## src/rtl/kgp_instr_encoder_loader.sv

```systemverilog
// kgp_instr_encoder_loader: packs symbolic KGP RISC instructions into 32-bit words and streams them into instruction memory.
// Optional KGP_ENC_CHECKSUM_EN adds an XOR checksum output over all words written in a session.
module kgp_instr_encoder_loader #(
  parameter int ADDR_W    = 10,
  parameter int BASE_ADDR = 0,
  parameter int DEPTH     = 1024
) (
  input  logic              clk,
  input  logic              rst_n,
  input  logic              start,
  input  logic              in_valid,
  output logic              in_ready,
  input  logic [4:0]        in_mn,
  input  logic [4:0]        in_rs,
  input  logic [4:0]        in_rt,
  input  logic [4:0]        in_shamt,
  input  logic [15:0]       in_imm,
  input  logic [25:0]       in_label,
  input  logic              in_last,
  output logic              imem_we,
  output logic [ADDR_W-1:0] imem_addr,
  output logic [31:0]       imem_wdata,
  output logic              busy,
  output logic              done,
  output logic [ADDR_W:0]   word_count,
  output logic              err_illegal,
  output logic              err_full
`ifdef KGP_ENC_CHECKSUM_EN
  , output logic [31:0]     checksum
`endif
);
  typedef enum logic [1:0] {IDLE, LOAD, DONE} state_t;
  localparam logic [ADDR_W:0]   DEPTH_C = (ADDR_W+1)'(DEPTH);
  localparam logic [ADDR_W-1:0] BASE_C  = ADDR_W'(BASE_ADDR);
  state_t state_q, state_d;
  logic [ADDR_W-1:0] ptr_q, ptr_d, addr_q, addr_d;
  logic [ADDR_W:0] wc_q, wc_d;
  logic [31:0] wdata_q, wdata_d, enc;
  logic [5:0] op;
  logic we_q, we_d, done_q, done_d, ill_q, ill_d, full_q, full_d;
  logic legal, accept, enter, room;
  assign legal = in_mn <= 5'd22;
  assign op    = {1'b0, in_mn - 5'd8};
  always_comb begin
    enc = '0;
    if (in_mn <= 5'd10) begin
      enc[31:26] = in_mn <= 5'd2 ? 6'd0 : in_mn <= 5'd4 ? 6'd1 : 6'd2;
      enc[25:21] = in_rs;
      enc[20:16] = in_rt;
      enc[15:11] = in_shamt;
      enc[4:0]   = in_mn <= 5'd2 ? in_mn : in_mn <= 5'd4 ? in_mn - 5'd3 : in_mn - 5'd5;
    end else if (in_mn <= 5'd14)
      enc = {op, in_rs, in_mn <= 5'd12 ? 5'd0 : in_rt, in_imm};
    else if (in_mn <= 5'd17)
      enc = {op, in_rs, in_label[20:0]};
    else if (in_mn == 5'd18)
      enc = {op, in_rs, 21'd0};
    else if (legal)
      enc = {op, in_label};
  end
  // a write still in flight already owns a slot, so it counts against DEPTH
  assign room     = (wc_q + (ADDR_W+1)'(we_q)) < DEPTH_C;
  assign in_ready = state_q == LOAD && room;
  assign accept   = in_valid && in_ready;
  assign enter    = start && state_q != LOAD;
  always_comb begin
    state_d = enter ? LOAD : (accept && in_last) ? DONE : state_q;
    we_d    = accept && legal;
    ptr_d   = enter ? BASE_C : ptr_q + ADDR_W'(we_d);
    addr_d  = we_d ? ptr_q : addr_q;
    wdata_d = we_d ? enc : wdata_q;
    wc_d    = enter ? '0 : wc_q + (ADDR_W+1)'(we_q);
    ill_d   = !enter && (ill_q || (accept && !legal));
    full_d  = !enter && (full_q || (state_q == LOAD && in_valid && !room));
    done_d  = state_q == DONE && !start;
  end
  always_ff @(posedge clk) begin
    if (!rst_n) begin
      state_q <= IDLE;
      ptr_q   <= '0;
      addr_q  <= '0;
      wdata_q <= '0;
      wc_q    <= '0;
      we_q    <= 1'b0;
      done_q  <= 1'b0;
      ill_q   <= 1'b0;
      full_q  <= 1'b0;
    end else begin
      state_q <= state_d;
      ptr_q   <= ptr_d;
      addr_q  <= addr_d;
      wdata_q <= wdata_d;
      wc_q    <= wc_d;
      we_q    <= we_d;
      done_q  <= done_d;
      ill_q   <= ill_d;
      full_q  <= full_d;
    end
  end
`ifdef KGP_ENC_CHECKSUM_EN
  logic [31:0] cs_q, cs_d;
  assign cs_d = enter ? '0 : we_q ? cs_q ^ wdata_q : cs_q;
  always_ff @(posedge clk) begin
    if (!rst_n) cs_q <= '0;
    else cs_q <= cs_d;
  end
  assign checksum = cs_q;
`endif
  assign imem_we     = we_q;
  assign imem_addr   = addr_q;
  assign imem_wdata  = wdata_q;
  assign busy        = state_q == LOAD;
  assign done        = done_q;
  assign word_count  = wc_q;
  assign err_illegal = ill_q;
  assign err_full    = full_q;
endmodule

```

## config.mk

```make
export PLATFORM = sky130hd
export DESIGN_NAME = kgp_instr_encoder_loader
export DESIGN_NICKNAME = d
export VERILOG_FILES = /design/src/rtl/kgp_instr_encoder_loader.sv
export SDC_FILE = /design/constraint.sdc
export NUM_CORES = 1
export LEC_CHECK = 0
export CORE_MARGIN = 4
export CORE_UTILIZATION = 48
export DETAILED_ROUTE_END_ITERATION = 16
export PLACE_DENSITY = 0.85
export RECOVER_POWER = 50
export SLEW_MARGIN = 10
export SYNTH_ARGS = -nofsm -noshare
export SYNTH_HDL_FRONTEND = slang
export SYNTH_SLANG_ARGS = --single-unit
```

## constraint.sdc

```tcl
create_clock -name clk -period 6.1 [get_ports clk]
set_input_delay 0.61 -clock clk [delete_from_list [all_inputs] [get_ports clk]]
set_output_delay 0.61 -clock clk [all_outputs]
set_load 0.005 [all_outputs]
```

==> results of run 1 <==
## stage by stage
stage                     hold slack, ns  area (um^2)  cells  power (mW)  setup WS, ns
after global routing               0.493         4990    611        1.13          2.06
after global placement             0.428         4730    595       0.634          2.17
final                              0.454         4990    611        1.09          2.36
after CTS                          0.462         4990    611        1.10          2.39
after detailed placement           0.451         4730    595       0.638          2.05
after floorplan                    0.419         3480    399       0.555          3.33
## cell families after synthesis
group                    count (synthesis)  synth area share [%]
AND/OR/NAND/NOR                        147                  21.2
AO/OA/AOI/OAI                          104                  22.0
flip-flops                              68                  39.1
buffers and inverters                   36                  4.78
XOR/XNOR                                18                  4.52
multiplexers                            13                  3.81
adder cells (fa/ha/maj)                 12                  4.52
other                                    1                 0.108
## state kept, by name, indices dropped and copies added (netlist names)
signal / cells
done: 1
err_full: 1
err_illegal: 1
imem_addr: 10
imem_wdata: 31
imem_we: 1
ptr_q: 10
state_q: 2
word_count: 11
## routing by layer
layer,track usage [%],up-vias,part of all wire [%]
li1,-,1675,-
met1,26.8,1656,40
met2,42.7,110,54
met3,4.26,17,4.9
met4,7.69,0,1.6
met5,0,-,0
## cells in the mapped netlist (6+ instances only)
cell type	number
xor2_1	11
o221ai_1	7
a221oi_2	6
buf_2	8
o2bb2ai_1	6
nand3_1	32
a22oi_1	7
a21oi_1	25
dfxtp_1	68
inv_1	9
a31oi_1	16
nand2_1	44
nor2_1	27
clkbuf_1	14
xnor2_1	7
ha_1	11
and2_1	10
mux2i_1	11
and3_1	12
o21ai_0	12
## final timing paths
| check | startpoint | endpoint | cells after the start |
|---|---|---|---|
| max reg2reg | imem_we | ptr_q[8] | 11 |
| min | imem_addr[2] | imem_addr[2] | 2 |
| max | in_mn[3] | ptr_q[8] | 12 |
| min reg2reg | imem_addr[2] | imem_addr[2] | 2 |
## worst reg2reg max path, stage by stage, from the launching register on
cell and delay [ns]:
dfxtp_1 0.35, ha_1 0.22, ha_1 0.26, nand3_1 0.18, o31ai_4 0.38, nand4_4 0.60
inv_4 0.55, ha_1 0.29, and3_1 0.22, nand3_1 0.10, xor2_1 0.14, nor2_1 0.05
## layout make-up
| cell class | count | area share, % |
|---|---|---|
| tap | 96 | 2.41 |
| sequential | 68 | 27.3 |
| inverter | 10 | 0.803 |
| clock inverter | 5 | 2.13 |
| multi-input combinational | 295 | 39.2 |
| clock buffer | 11 | 3.03 |
| timing repair buffer | 126 | 25.1 |
## report_power, final
group	switching (mW)	total (mW)	internal [mW]
Combinational	0.0830	0.167	0.0842
Clock	0.173	0.468	0.295
Sequential	0.00459	0.458	0.453
Total	0.260	1.09	0.833
==> qor.yml, run 1 <==
wl_per_cell_um: 16.3
worst_pin_slew_ns: 1.26
period_needed_ns: 3.74
coreArea_um2: 6910
rsz0062_at_grt: "no"
ir_worst_vdd_mv: 0.106
cts_tree: "done"
max_freq_ghz: 0.267
fp.dieH_um: 93.2
antenna_found_initial: 0
multi_input_area_um2: 1960
clk_pin_slew_ns: 0.07
post-route-period-util_pct: 61.4
synth_area_um2: 3480
synth_top_cell_by_area: "dfxtp_1"
portBuffers: 124
cts_setup_buffers: 0
synth_cell_type_count: 57
synth-seq-cells: 68
status: "completed"
ys_warn_count: 0
place.gp.congestion: 0.897
r2r_slack_ns: 2.61
final_util_pct: 72.2
final_cell_mix: "69 x clkdlybuf4s50_1, 68 x dfxtp_1, 55 x dlygate4sd3_1, 44 x nand2_1, 32 x nand3_1"
antenna_left: 0
totalWireLength_mm: 9.94
final_nets: 589
overflow: 0
grt_pass1_wl_mm: 16.0
dp_hpwl_mm: 7.28
grt_start_max_net_pins: 46
drv_slew: 0
dieArea_um2: 8690
mostFrequentLayoutCell: "clkdlybuf4s50_1"
crit_type: "in2reg"
track_usage_pct: 23.2
avgSynthCellArea_um2: 8.73
cts_buffer_depth: 2
cts.htree.levels: 3
final.setup.tns_ns: 0
worstPathArrival_ns: 3.94
drcViolationCount: 0
worst_path_most_repeated_cell: "ha_1"
ios: 126
rows: 30
synth-edff-count: 0
cts_root_buf: "clkbuf_8"
seqCellArea_um2: 1360
critPathMaxStageDelay_ns: 0.63
synthToLayoutAreaGrowth_pct: 43.2
dr_total_vias: 3458
cts-buffers-inserted: 9
fillers: 535
viasPerCell: 5.66
die_w_um: 93.2
drt_iter0_markers: 204
worstPathRequired_ns: 6.30
initial_core_util_pct: 50.5
antenna_cells: 0
synth-async-reset-ratio_pct: 0
startpoint_type: "input port"
grt_pass1_vias: 3398
clock_latency_ns: 0.34
slew_headroom_pct: 15.7
skew_ns: 0.00728
hold_viol: 0
min_path_type: "reg2reg"
drive_gt1_share_pct: 6.60
ys.flop_type: "dfxtp_1"
setup_viol: 0
synth_top_area_share_pct: 39.1
leakage_nw: 2.02
crit_path_top_delay_cell: "clkdlybuf4s50_1"
cts_sinks: 68
yosys-top-cells-area: "dfxtp_1 39%, nand2_1 4.7%, nand3_1 4.6%"
crit_fanout: 45
cts_resized: 0
crit_family: "buffers and inverters"
seq_area_frac_synth_pct: 39.1
synthCells: 399
drv_cap: 0
dr.pass1.iters: 4
syn_nets: 478
ctsHoldBuffers: 0
p_per_area_nw_per_um2: 219
worst-path-buf-inv: 3
critPathCaptureType: "flip-flop"
crit_chain: "clkdlybuf4s50_1 > inv_1 > ha_1 > a31oi_1 > a31o_2 > nand4_4 > inv_4 > ha_1 > and3_1 > nand3_1 > xor2_1 > nor2_1"
(Power assumes the default switching activity.)
==> inputs of run 2 (changes only) <==
--- a/config.mk
+++ b/config.mk
@@ -6,9 +6,9 @@
 export NUM_CORES = 1
 export LEC_CHECK = 0
 export CORE_MARGIN = 4
-export CORE_UTILIZATION = 48
+export CORE_UTILIZATION = 45
 export DETAILED_ROUTE_END_ITERATION = 16
-export PLACE_DENSITY = 0.85
+export PLACE_DENSITY = 0.81
 export RECOVER_POWER = 50
 export SLEW_MARGIN = 10
 export SYNTH_ARGS = -nofsm -noshare
==> constraint.sdc (replaced) <==
create_clock -name clk -period 3.5 [get_ports clk]
set_input_delay 0.35 -clock clk [delete_from_list [all_inputs] [get_ports clk]]
set_output_delay 0.35 -clock clk [all_outputs]
set_load 0.005 [all_outputs]
==> run 2 against run 1 <==
Against the previous run:
- the flow now finishes with violations (max-capacitance violations, max-slew violations)
- critical path depth stayed put
- sequential share of layout area is 0.24 points lower
- largest power group is now registers
- clock power is 69% higher
- highest routed layer unchanged
- wire length is 0.36% higher
- worst setup slack worse by 1.7 ns
- critical endpoint is now imem_wdata[4]
- combinational power is 80% higher
- sequential power is 74% higher
- global-route usage is 1.2 points lower
- hold slack worse by 0.0048 ns
- register-to-register slack worse by 1.8 ns
==> qor.yml, run 2 (synthesis gave the netlist of run 1 again) <==
place.gp.congestion: 0.880
ios: 126
overflow: 0
drcViolationCount: 0
p_seq_share_pct: 42.2
ctsHoldBuffers: 0
seqCellArea_um2: 1360
largest_reg_flops: 31
max_freq_ghz: 0.346
cts_setup_buffers: 0
layout.cells.non_filler: 621
cts.htree.levels: 3
grt_pass1_wl_mm: 15.9
cts_buffer_depth: 2
fillers: 586
dr.pass1.iters: 4
multi_input_area_um2: 1960
place_area_um2: 4790
totalWireLength_mm: 9.97
rsz0062_at_grt: "no"
dp_slack_ns: 0.317
antenna_found_initial: 0
drv_slew: 27
setup_viol: 0
final_area_um2: 5030
grt_pass1_vias: 3348
dr_total_vias: 3430
final_cell_mix: "68 x dfxtp_1, 66 x clkdlybuf4s50_1, 58 x dlygate4sd3_1, 44 x nand2_1, 32 x nand3_1"
startpoint_type: "input port"
cts_resized: 0
viasPerCell: 5.52
mostFrequentLayoutCell: "dfxtp_1"
die_w_um: 96.0
crit_fanout: 5
synthToLayoutAreaGrowth_pct: 44.5
period_needed_ns: 2.89
clock_latency_ns: 0.34
fp.dieH_um: 96.0
dp_hpwl_mm: 7.44
pwr-share-comb_pct: 15.9
antenna_cells: 0
status: "finished, violations left"
rows: 31
fin_ws_ns: 0.614
p_per_area_nw_per_um2: 375
skew_ns: 0.0110
cts_sinks: 68
final_nets: 596
clk_pin_slew_ns: 0.08
drt_iter0_markers: 211
hold_viol: 0
leakage_nw: 2.05
dieArea_um2: 9220
clkPwrFrac_pct: 41.9
violations: "max-capacitance violations, max-slew violations"
worst_pin_slew_ns: 1.51
portBuffers: 124
drive_gt1_share_pct: 7.85
post-route-period-util_pct: 82.5
worstPathArrival_ns: 3.10
p_switching_mw: 0.470
cts_root_buf: "clkbuf_8"
initial_core_util_pct: 47.3
p_int_mw: 1.42
antenna_left: 0
min_path_type: "reg2reg"
drv_cap: 1
cts_tree: "done"
grt_start_max_net_pins: 45
critPathCaptureType: "flip-flop"
cts-buffers-inserted: 9
worstPathRequired_ns: 3.72
placedCellCount: 605
track_usage_pct: 22.0
crit_type: "in2reg"
slew_headroom_pct: -0.376
finalPower_mw: 1.89
final.setup.tns_ns: 0
ir_worst_vdd_mv: 0.240
coreArea_um2: 7370
switching_share_pct: 24.9
wl_per_cell_um: 16.1
run 2: critical path: stages:
cell	delay [ns]
clkdlybuf4s50_1	0.48
inv_1	0.10
ha_1	0.27
a21boi_0	0.33
a31o_2	0.20
inv_1	0.09
fa_1	0.41
nand2_1	0.08
nand2_1	0.07
o31a_1	0.24
o311ai_0	0.40
o21ai_1	0.10
run 2: per-layer routing:
layer  share of wire, %  global-route usage (%)  wire length, um
met5                  0                       0                0
met4                2.7                    10.4              272
met3                5.6                    2.97              559
met2                 51                    38.6             5120
met1                 40                    26.2             4030
run 2: worst paths after layout:
path / startpoint / endpoint / slack (ns) / depth (start not counted)
worst max register to register: imem_we / imem_wdata[6] / 0.80 / 9
worst min-delay path: imem_wdata[28] / imem_wdata[28] / 0.45 / 2
worst min register to register: imem_wdata[28] / imem_wdata[28] / 0.45 / 2
worst max-delay path: in_mn[3] / imem_wdata[4] / 0.61 / 12
run 2: layout make-up:
class	count	area share, %
clock buffers	9	2.46
inverters	10	0.795
multi-input cells	295	38.9
flip-flops and latches	68	27.0
clock inverters	7	2.44
well taps	99	2.46
repair buffers	133	25.9
run 2: power groups by stage:
stage / logic (mW) / clock network [mW] / registers [mW]
4_1_cts: 0.304 / 0.799 / 0.798
2_1_floorplan: 0.150 / 0 / 0.817
5_1_grt: 0.325 / 0.837 / 0.799
3_3_place_gp: 0.295 / 0 / 0.816
3_5_place_dp: 0.302 / 0 / 0.816
6_report: 0.300 / 0.791 / 0.798
run 2: per-stage QoR:
step	utilization (%)	hold slack, ns
final	68.3	0.450
after global routing	68.3	0.479
after CTS	68.4	0.454
after detailed placement	65.0	0.443
after global placement	65.0	0.435
after floorplan	-	0.419
==> inputs of run 3 (changes only) <==
--- a/config.mk
+++ b/config.mk
@@ -6,9 +6,9 @@
 export NUM_CORES = 1
 export LEC_CHECK = 0
 export CORE_MARGIN = 4
-export CORE_UTILIZATION = 45
+export CORE_UTILIZATION = 41
 export DETAILED_ROUTE_END_ITERATION = 16
-export PLACE_DENSITY = 0.81
+export PLACE_DENSITY = 0.77
 export RECOVER_POWER = 50
 export SLEW_MARGIN = 10
 export SYNTH_ARGS = -nofsm -noshare
==> constraint.sdc (replaced) <==
create_clock -name clk -period 2.5 [get_ports clk]
set_input_delay 0.25 -clock clk [delete_from_list [all_inputs] [get_ports clk]]
set_output_delay 0.25 -clock clk [all_outputs]
set_load 0.005 [all_outputs]
==> run 3 against run 2 <==
Against the previous run:
- the run now ends clean
- count of clock-buffer cells in the layout unchanged
- global-route usage decreased by 1.0 points
- die area increased by 8.9%
- non-clock buffer count increased by 37
- largest power group unchanged
==> qor.yml, run 3 (synthesis gave the netlist of run 1 again) <==
cts_tree: "done"
antenna_left: 0
cts-buffers-inserted: 9
dp_hpwl_mm: 7.91
totalWireLength_mm: 10.5
drt_iter0_markers: 124
setup_viol: 0
track_usage_pct: 21.0
leakage_nw: 2.22
fin_ws_ns: 0.0727
p_per_area_nw_per_um2: 468
overflow: 0
final_nets: 633
place_area_um2: 5080
ir_worst_vdd_mv: 0.238
fillers: 681
p_seq_share_pct: 44.6
ios: 126
cts.htree.levels: 3
worstPathRequired_ns: 2.70
grt_pass1_vias: 3608
skew_ns: 0.00908
status: "completed"
grt_pass1_wl_mm: 17.2
wl_per_cell_um: 15.8
place.gp.congestion: 0.913
final_util_pct: 64.8
drv_slew: 0
final_cell_mix: "70 x clkdlybuf4s50_1, 64 x dfxtp_1, 53 x dlygate4sd3_1, 43 x nand2_1, 43 x buf_4"
final_area_um2: 5350
max_freq_ghz: 0.412
drv_cap: 0
final.setup.tns_ns: 0
synthToLayoutAreaGrowth_pct: 53.6
slew_headroom_pct: 50.8
dp_slack_ns: -0.305
dieArea_um2: 10000
finalPower_mw: 2.50
critPathCaptureType: "flip-flop"
cts_root_buf: "clkbuf_8"
crit_type: "reg2reg"
viasPerCell: 5.44
dr.pass1.iters: 6
r2r_slack_ns: 0.07
cts_buffer_depth: 2
clock_latency_ns: 0.34
dr_total_vias: 3610
worst_pin_slew_ns: 0.736
switching_share_pct: 27.1
startpoint_type: "flip-flop"
cts_sinks: 68
timing.hold.ws_ns: 0.452
initial_core_util_pct: 42.2
clkPwrFrac_pct: 36.6
min_path_type: "reg2reg"
fp.dieH_um: 100
p_switching_mw: 0.679
drcViolationCount: 0
clk_pin_slew_ns: 0.08
post-route-period-util_pct: 97.1
worstPathArrival_ns: 2.63
drive_gt1_share_pct: 15.7
largest_reg_flops: 31
layout.cells.non_filler: 664
placedCellCount: 643
coreArea_um2: 8260
p_int_mw: 1.82
pwr-share-comb_pct: 18.8
grt_start_max_net_pins: 45
antenna_cells: 0
portBuffers: 124
mostFrequentLayoutCell: "clkdlybuf4s50_1"
die_w_um: 100
period_needed_ns: 2.43
hold_viol: 0
rows: 33
crit_fanout: 4
antenna_found_initial: 0
-- run 3: cell types whose count changed in the layout (fill, tap and decap cells not counted), sizes merged --
cell and delta:
dlymetal6s2s +1, bufinv -2, clkdlybuf4s50 +4, dlygate4sd3 -5
buf +37, clkinvlp -2, clkinv +4
-- run 3: layer usage --
metal  wire, um  GRT usage, %  vias up
met2       5230          36.0      131
met5          0             0        -
li1           -             -     1767
met4        206          6.01        0
met1       4350          25.7     1692
met3        692          5.70       20
-- run 3: area by class of cell --
type | count | area [um^2] | share of cell area [%]
inverters | 10 | 40.0 | 0.748
multi-input cells | 295 | 2010 | 37.5
clock inverters | 7 | 75.1 | 1.40
flip-flops and latches | 68 | 1370 | 25.5
clock buffers | 9 | 124 | 2.31
repair buffers | 170 | 1610 | 30.1
well taps | 105 | 131 | 2.45
-- run 3: worst paths after layout --
check                                    end  cells after the start          start
worst max-delay path                ptr_q[7]                     12  word_count[0]
worst min-delay path            imem_addr[6]                      2   imem_addr[6]
worst max register to register      ptr_q[7]                     12  word_count[0]
worst min register to register  imem_addr[6]                      2   imem_addr[6]
-- run 3: repair_timing --
| item | in CTS | in global routing |
|---|---|---|
| resized for setup | 3 | 10 |
| pin swaps | 1 | 1 |
| setup buffers | 1 | 4 |
| endpoints found under the setup margin | 1 | 4 |
| hold buffers | 0 | 0 |
-- run 3: power by group through the flow --
stage	clock (mW)	sequential, mW	combinational (mW)
2_1_floorplan	0	1.14	0.210
3_3_place_gp	0	1.14	0.468
3_5_place_dp	0	1.14	0.474
4_1_cts	0.927	1.12	0.476
5_1_grt	0.983	1.12	0.512
6_report	0.916	1.12	0.471
-- run 3: critical path, stage by stage (launching register included) --
cell and delay (ns):
dfxtp_2 0.36, ha_4 0.17, ha_4 0.15, nand3_4 0.08, or4_4 0.52, buf_4 0.17, nand4_4 0.08, inv_4 0.05
ha_1 0.20, and3_4 0.19, nand2_1 0.08, xor2_1 0.17, nor2_1 0.06
==> patch: new RTL, config.mk and constraints of run 3 <==
Re-encode `state_t` (3 states) as one-hot, 3 bits wide.
--- a/src/rtl/kgp_instr_encoder_loader.sv
+++ b/src/rtl/kgp_instr_encoder_loader.sv
@@ -30,5 +30,5 @@
 `endif
 );
-  typedef enum logic [1:0] {IDLE, LOAD, DONE} state_t;
+  typedef enum logic [2:0] {IDLE = 3'b001, LOAD = 3'b010, DONE = 3'b100} state_t;
   localparam logic [ADDR_W:0]   DEPTH_C = (ADDR_W+1)'(DEPTH);
   localparam logic [ADDR_W-1:0] BASE_C  = ADDR_W'(BASE_ADDR);
Behaviour: no difference found for any inputs over 10 cycles, from zero or initial values and one cycle with rst_n low; not proved beyond that.
==> patch against run 3 <==
Die area is 2.5% higher. Wire length is 2.6% higher. Register-to-register slack better by 0.04 ns. Cell area is 2.4% higher. Combinational power is 9.6% lower. Sequential cell count is 1 higher. Power is 1.4% higher. Setup slack worse by 0.027 ns. Largest power group unchanged. Cell count is 3.3% higher. Global-route usage is 0.31 points higher. Non-clock buffer count is 1 lower. Area after synthesis is 2.8% higher.
==> patch: results (changes against run 3) <==
* Global router's overall resource usage: 21.3% (+0.31 points)
* Number of DRC markers in iteration 0: 123 (-0.81%)
* Cell area after placement: 5220 um^2 (+2.8%)
* Non-filler cells in the finished layout: 686 (+3.3%)
* Max Clock Skew: 0.00901 ns (-0.0000693 ns)
- Detail Route met2 WL: 5.41 mm (+3.5%)
- Ranked by total cell area, the synthesized netlist is headed by dfxtp_1, nand2_1, o21ai_0.
- Highest metal used: met4
- The wire length on met1 came to 4.38 mm (+0.55%).
* Critical path fanouts, max: 6 (+2)
* Slew Limit Headroom: 29.1% (-22 points)
* Clk Latency, worst-skew pair: 0.34 ns (about the same)
* Data arrival, critical path: 2.20 ns (-0.43 ns)
* Nets in the synthesized netlist: 501 (+4.8%)
* Largest net degree at the start of global routing: 31 (-31%)
* Sequential cell area fraction in the yosys report: 38.6% (-0.49 points)
- The number of search-and-repair iterations in the first detailed-routing pass came to 4 (-2).
- Clk Tree Root Cell: clkbuf_8
- Synth cell types: 57 (unchanged)
* First-pass GRT wire length: 17.7 mm (+3.2%)
* Total internal power: 1.89 mW (+3.8%)
- Count of yosys warnings during synthesis: 0 (unchanged)
* Post-detailed-placement half-perimeter wirelength: 8.06 mm (+2.0%)
* Average vias per placed instance: 5.37 (-1.3%)
* Share of layout cells above drive strength 1: 15.8% (+0.092 points)
- The adder and majority gate portion of the synthesized area is 4.40% (-0.12 points).
- Fraction of the mapped netlist area in compound gates: 20.9% (-1.1 points)
- Cell count after placement: 670 (+4.2%)
- The flow ran to the end, and the final reports show no timing, DRC or antenna violations.
- Number of port buffers: 124 (unchanged)
- The clock transition at the register clock pins on the worst setup and hold paths after CTS was 0.08 ns (about the same).
- IR Drop Worst-Case VDD: 0.270 mV (+14%)
* Post-CTS setup-driven buffer insertion count: 0 (-1)
* Leakage: 2.29 nW (+2.8%)
* H-Tree Level Count: 3 (unchanged)
* Mean post-synth cell area: 8.49 um^2 (-2.8%)
- The post-place setup slack is -0.398 ns (-0.0933 ns).
- Flip-flop count of the largest register, all copies and words added: 31 (unchanged)
- The number of nets in the finished design was 655 (+3.5%).
- Share of the synthesized netlist area taken by xor and xnor gates: 4.16% (-0.37 points)
- Commonest cells in the synthesized netlist: nand2_1, dfxtp_1, nor2_1
- Routability-driven placement congestion ratio: 0.872 (-4.5%)
- The total routed wirelength came to 10.7 mm (+2.6%).
- The wire length on met3 is 743 um (+7.4%).
- The number of global-route vias before repair is 3790 (+5.0%).
* Number of buffers created by CTS: 9 (unchanged)
- The fraction of synthesized area in multiplexers was 2.06% (-1.7 points).
## patch: what timing repair did
action	4_1_cts	5_1_grt
resized for setup	3	10
pin swaps	1	4
endpoints found under the setup margin	3	10
## patch: logic make-up after synthesis
family	count (synthesis)
flip-flops	69
buffers and inverters	38
adder cells (fa/ha/maj)	12
AO/OA/AOI/OAI	104
other	1
XOR/XNOR	17
multiplexers	7
AND/OR/NAND/NOR	174
## patch: worst max-delay path, stage by stage, from the launching register on
cell             delay [ns]
dfxtp_2                0.36
ha_4                   0.16
ha_4                   0.15
nand3_4                0.11
o31a_1                 0.37
nor3_2                 0.17
clkdlybuf4s50_1        0.53
## patch: power groups by stage
| stage | registers (mW) | logic (mW) | clock network [mW] |
|---|---|---|---|
| 6_report | 1.12 | 0.426 | 0.987 |
| 5_1_grt | 1.13 | 0.466 | 1.06 |
| 4_1_cts | 1.13 | 0.431 | 1.01 |
| 3_5_place_dp | 1.15 | 0.428 | 0 |
| 3_3_place_gp | 1.15 | 0.420 | 0 |
| 2_1_floorplan | 1.15 | 0.188 | 0 |
## patch: per-layer routing
metal  vias to the layer above  global-route usage [%]
met1                      1721                    24.1
met4                         0                    8.28
li1                       1819                       -
met2                       124                    37.4
met5                         -                       0
met3                        18                    6.34
## patch: layout make-up
type	count	area, um^2
clock buffers	12	165
clock inverters	4	53.8
fillers	718	2860
inverters	12	47.5
multi-input cells	315	2100
flip-flops and latches	69	1380
well taps	105	131
repair buffers	169	1600
## patch: final timing paths
| path | start | end | slack (ns) | cells past startpoint |
|---|---|---|---|---|
| worst max-delay path | word_count[0] | in_ready | 0.05 | 6 |
| worst min-delay path | err_full | err_full | 0.46 | 2 |
| worst max register to register | word_count[6] | ptr_q[6] | 0.11 | 11 |
| worst min register to register | err_full | err_full | 0.46 | 2 |
